## src/rtl/utmi_pkg.sv

```systemverilog
// Shared definitions for the UTMI line arbiter: state codes, timer width,
// default turnaround/response windows.
package utmi_pkg;

  localparam int unsigned CNT_W            = 10;
  localparam int unsigned STAT_W           = 8;
  localparam int unsigned TA_CYCLES_DEF    = 16;
  localparam int unsigned RESP_TIMEOUT_DEF = 128;

  localparam logic [2:0] ST_IDLE      = 3'd0;
  localparam logic [2:0] ST_RX        = 3'd1;
  localparam logic [2:0] ST_RX_TA     = 3'd2;
  localparam logic [2:0] ST_TX        = 3'd3;
  localparam logic [2:0] ST_TX_TA     = 3'd4;
  localparam logic [2:0] ST_RESP_WAIT = 3'd5;

  // States in which the receive path is allowed to listen to the line.
  function automatic logic rx_owned(input logic [2:0] st);
    return (st == ST_RX) || (st == ST_RESP_WAIT);
  endfunction

endpackage

```

## src/rtl/utmi_arb_timer.sv

```systemverilog
// Loadable down-counter with zero flag; shared by turnaround and response
// window timing in utmi_line_arbiter. Holds at zero.
module utmi_arb_timer
  import utmi_pkg::*;
(
  input  logic             clk_i,
  input  logic             rst_ni,
  input  logic             load_i,
  input  logic [CNT_W-1:0] load_val_i,
  output logic             zero_o
);

  logic [CNT_W-1:0] cnt_q;
  logic [CNT_W-1:0] cnt_d;

  always_comb begin
    cnt_d = cnt_q;
    if (load_i) begin
      cnt_d = load_val_i;
    end else if (cnt_q != '0) begin
      cnt_d = cnt_q - CNT_W'(1);
    end
  end

  always_ff @(posedge clk_i or negedge rst_ni) begin
    if (!rst_ni) begin
      cnt_q <= '0;
    end else begin
      cnt_q <= cnt_d;
    end
  end

  assign zero_o = (cnt_q == '0);

endmodule

```

## src/rtl/utmi_line_arbiter.sv

```systemverilog
// Half-duplex USB line scheduler between receive and transmit paths.
// Optional timeout statistics counter enabled by `define UTMI_ARB_STATS_EN.
module utmi_line_arbiter
  import utmi_pkg::*;
#(
  parameter int unsigned TA_CYCLES    = TA_CYCLES_DEF,
  parameter int unsigned RESP_TIMEOUT = RESP_TIMEOUT_DEF
) (
  input  logic       CLK,
  input  logic       RST_N,
  input  logic       LINE_ACTIVE,
  input  logic       EOP_DET,
  input  logic       TX_REQ,
  input  logic       EXPECT_RESP,
  input  logic       TX_DONE,
  output logic       TX_GRANT,
  output logic       TX_OE,
  output logic       RX_EN,
  output logic       RX_ABORT,
  output logic       RX_TIMEOUT,
  output logic [2:0] STATE,
  output logic [7:0] TIMEOUT_CNT
);

  // Turnaround is measured from the end-of-packet sample, so the entry edge
  // already counts as one cycle; the response window starts at entry.
  localparam logic [CNT_W-1:0] TA_LOAD   = CNT_W'(TA_CYCLES - 1);
  localparam logic [CNT_W-1:0] RESP_LOAD = CNT_W'(RESP_TIMEOUT);

  logic [2:0]       state_q, state_d;
  logic             expect_q, expect_d;
  logic             grant_q, oe_q, rx_en_q, abort_q, timeout_q;
  logic             abort_d, timeout_d;
  logic             tmr_load, tmr_zero;
  logic [CNT_W-1:0] tmr_val;

  utmi_arb_timer u_timer (
    .clk_i      (CLK),
    .rst_ni     (RST_N),
    .load_i     (tmr_load),
    .load_val_i (tmr_val),
    .zero_o     (tmr_zero)
  );

  always_comb begin
    state_d   = state_q;
    expect_d  = expect_q;
    abort_d   = 1'b0;
    timeout_d = 1'b0;
    case (state_q)
      ST_IDLE: begin
        if (LINE_ACTIVE) begin
          state_d = ST_RX;
        end else if (TX_REQ) begin
          state_d  = ST_TX;
          expect_d = EXPECT_RESP;
        end
      end
      ST_RX: begin
        if (EOP_DET) begin
          state_d = ST_RX_TA;
        end else if (!LINE_ACTIVE) begin
          state_d = ST_RX_TA;
          abort_d = 1'b1;
        end
      end
      ST_RX_TA: begin
        if (LINE_ACTIVE) begin
          state_d = ST_RX;
        end else if (tmr_zero) begin
          state_d = ST_IDLE;
        end
      end
      ST_TX: begin
        if (TX_DONE) begin
          state_d = ST_TX_TA;
        end
      end
      ST_TX_TA: begin
        if (tmr_zero) begin
          state_d = expect_q ? ST_RESP_WAIT : ST_IDLE;
        end
      end
      ST_RESP_WAIT: begin
        if (LINE_ACTIVE) begin
          state_d = ST_RX;
        end else if (tmr_zero) begin
          state_d   = ST_IDLE;
          timeout_d = 1'b1;
        end
      end
      default: state_d = ST_IDLE;
    endcase
  end

  always_comb begin
    tmr_load = (state_d != state_q) &&
               ((state_d == ST_RX_TA) || (state_d == ST_TX_TA) ||
                (state_d == ST_RESP_WAIT));
    tmr_val  = (state_d == ST_RESP_WAIT) ? RESP_LOAD : TA_LOAD;
  end

  always_ff @(posedge CLK or negedge RST_N) begin
    if (!RST_N) begin
      state_q   <= ST_IDLE;
      expect_q  <= 1'b0;
      grant_q   <= 1'b0;
      oe_q      <= 1'b0;
      rx_en_q   <= 1'b0;
      abort_q   <= 1'b0;
      timeout_q <= 1'b0;
    end else begin
      state_q   <= state_d;
      expect_q  <= expect_d;
      grant_q   <= (state_d == ST_TX);
      oe_q      <= (state_d == ST_TX);
      rx_en_q   <= rx_owned(state_d);
      abort_q   <= abort_d;
      timeout_q <= timeout_d;
    end
  end

`ifdef UTMI_ARB_STATS_EN
  logic [STAT_W-1:0] stat_q;

  always_ff @(posedge CLK or negedge RST_N) begin
    if (!RST_N) begin
      stat_q <= '0;
    end else if (timeout_d && (stat_q != '1)) begin
      stat_q <= stat_q + STAT_W'(1);
    end
  end

  assign TIMEOUT_CNT = stat_q;
`else
  assign TIMEOUT_CNT = '0;
`endif

  assign TX_GRANT   = grant_q;
  assign TX_OE      = oe_q;
  assign RX_EN      = rx_en_q;
  assign RX_ABORT   = abort_q;
  assign RX_TIMEOUT = timeout_q;
  assign STATE      = state_q;

endmodule

```

## config.mk

```make
export PLATFORM = sky130hd
export DESIGN_NAME = utmi_line_arbiter
export DESIGN_NICKNAME = d
export VERILOG_FILES = /design/src/rtl/utmi_pkg.sv /design/src/rtl/utmi_arb_timer.sv /design/src/rtl/utmi_line_arbiter.sv
export SDC_FILE = /design/constraint.sdc
export NUM_CORES = 1
export LEC_CHECK = 0
export ABC_CLOCK_PERIOD_IN_PS = 7900
export CAP_MARGIN = 40
export CELL_PAD_IN_SITES_DETAIL_PLACEMENT = 0
export CELL_PAD_IN_SITES_GLOBAL_PLACEMENT = 2
export CORE_UTILIZATION = 34
export CTS_BUF_LIST = sky130_fd_sc_hd__clkbuf_8
export DETAILED_ROUTE_END_ITERATION = 8
export PLACE_DENSITY_LB_ADDON = 0.08
export SYNTH_ARGS = -nofsm -noshare
export SYNTH_HDL_FRONTEND = slang
export SYNTH_SLANG_ARGS = --single-unit
```

## constraint.sdc

```tcl
create_clock -name CLK -period 7.9 [get_ports CLK]
set_clock_uncertainty 0.1 [all_clocks]
set_input_delay 1.185 -clock CLK [delete_from_list [all_inputs] [get_ports CLK]]
set_output_delay 1.185 -clock CLK [all_outputs]
set_load 0.05 [all_outputs]
```

==> flow_summary.toml <==
[floorplanning]
die_y_um = 59.9
die_w_um = 59.9
die_area_sq_um = 3590
rows = 20
core_sq_um = 3130
pin_count = 23
start_util_pct = 36.5

[routing]
vias_per_cell = 5.04
ant_nets = 0
postRouteWirelength_um = 2420
dr.pass1.iters = 4
drc = 0
wire_per_inst_um = 13.2
num_vias = 922
dr.first_iter.drc_count = 39

[setup_path]
cpPeakStageDelay_ps = 880
crit_family = "buffers and inverters"
ff2ff_setup_slack_ps = 5020
worst_path_max_delay_cell = "clkdlybuf4s50_1"
path_buf_inv = 1
cp.arrival_ps = 1730
startpoint_type = "flip-flop"
cp_max_fo = 12
cp_cell_sequence = "clkdlybuf4s50_1"
crit_type = "flip-flop to primary output"
worstSetupEndpointType = "primary output"
required_ps = 6610

[finish]
final_core_util_pct = 42.3
drive_gt1_share_pct = 8.63
fin_nets = 149
mostFrequentLayoutCell = "dfrtp_1"
final_area_sq_um = 1320
seq_area_sq_um = 450
multi_input_area_sq_um = 596
fillers = 303
antennaDiodeCount = 0
mostFrequentLayoutCells = "dfrtp_1, clkdlybuf4s50_1, nor2_1, nand2_1, conb_1"
area_delta_synth_final_pct = 15.9

[clock_tree]
cts_tree = "yes"
cts.sinks = 18
cts_max_path_buffers = 2
clock_latency_ps = 250
clock-root-buffer = "clkbuf_8"
clk_pin_slew_ps = 70
postCtsSetupBuffers = 0
hold_buffers = 0
h-tree-depth = 1
numCtsBuffers = 3
cts_resized = 0

[sta]
period_share_pct = 38.1
setup_viol = 0
finalHoldViolations = 0
final_max_slew_viol_count = 0
layout_min_cycle_time_ps = 3010
max_slew_margin_pct = 45.2
rsz0062_at_grt = "false"
setup_tns_ps = 0
fmax_mhz = 332
max_slew.worst_pin.slew_ps = 820

[run]
cap_violations = 0

[placed_design]
placed_area_sq_um = 1270
port_buffers = 14
dp_hpwl_um = 1770
gp_congestion = 0.870

[yosys]
synthFlopType = "dfrtp_1"
syn_inst = 128
async_reset_ff_share_pct = 100
synth-edff-count = 0
synth_area_per_cell_sq_um = 8.91
synth_seq_area_share_pct = 39.5
ys_ff_latch = 18
synth_warnings = 0
synth_cell_types = 40
synthesis.area_sq_um = 1140

[pwr]
power_density_nw_per_um2 = 440
irDropWorstVdd_mv = 0.198
p_leak_nw = 0.574
power_w = 0.000582

[global_route]
antenna_found_initial = 0
grt_util_all_layers_pct = 14.7
grt_max_degree = 19
grt_pass1_wl_um = 3880
gr-total-overflow = 0
grt_pass1_vias = 802

[status]
outcome = "finished, final reports clean"

[worst_hold_path]
hold_class = "flip-flop to flip-flop"
==> worst paths after layout <==
| path | start | end | cells after the start |
|---|---|---|---|
| max | STATE[2] | STATE[2] | 1 |
| min | expect_q | expect_q | 1 |
| max reg2reg | u_timer.cnt_q[0] | u_timer.cnt_q[2] | 9 |
| min reg2reg | expect_q | expect_q | 1 |
| max in group asynchronous | RST_N | u_timer.cnt_q[2] | 1 |
| min in group asynchronous | RST_N | u_timer.cnt_q[8] | 1 |
==> cell families after synthesis <==
kind of cell	Yosys count	share of synthesized area, %
multiplexers	1	0.987
other	1	0.329
buffers and inverters	21	10.6
XOR/XNOR	6	4.61
AO/OA/AOI/OAI	26	16.9
flip-flops	18	39.5
AND/OR/NAND/NOR	53	24.9
adder cells (fa/ha/maj)	2	2.19
==> final cells by class <==
class | instances | area share (%)
multi-input combinational | 96 | 45.0
timing repair buffer | 14 | 10.6
tap | 44 | 4.16
clock buffer | 4 | 4.16
sequential | 18 | 34.1
inverter | 7 | 1.99
==> per-layer routing <==
| layer | vias up | GRT usage [%] | share of wire [%] |
|---|---|---|---|
| met1 | 432 | 22.2 | 50 |
| met2 | 38 | 20.2 | 43 |
| met5 | - | 0 | 0 |
| met4 | 0 | 1.99 | 0.33 |
| li1 | 450 | - | - |
| met3 | 2 | 5.41 | 6.4 |
==> sequential cells by signal (all words and copies together) (netlist names) <==
signal / cells
u_timer.cnt_q: 10
STATE: 3
expect_q: 1
RX_TIMEOUT: 1
TX_OE: 1
RX_EN: 1
RX_ABORT: 1
==> synth_stat cells (2+ instances only) <==
cell type	n	area share (%)
o21a_1	3	2.0
nor2_1	13	4.3
nor2b_1	2	1.1
xnor2_1	4	3.1
a21oi_1	6	2.6
nand2b_1	3	1.6
inv_1	7	2.3
nor4_1	2	1.1
o31ai_1	2	1.3
or3_1	3	1.6
ha_1	2	2.2
buf_4	9	5.9
xor2_1	2	1.5
nand3_1	5	2.2
clkbuf_1	3	0.99
dfrtp_1	18	39
o22a_1	2	1.5
o21ai_0	6	2.6
nand2_1	11	3.6
nor3_1	5	2.2
==> power by group <==
group / switching, W / internal, W
Combinational: 0.000191 / 0.000131
Clock: 0.0000296 / 0.0000442
Sequential: 0.0000535 / 0.000133
==> per-stage QoR <==
step           hold slack (ps)  std cells  worst slack [ps]
4_1_cts                    481        183              4860
3_3_place_gp               456        179              4800
5_1_grt                    491        183              4810
6_report                   473        183              4890
3_5_place_dp               456        179              4760
2_1_floorplan              403        135              5130
Power figures use the tool's default switching activity.
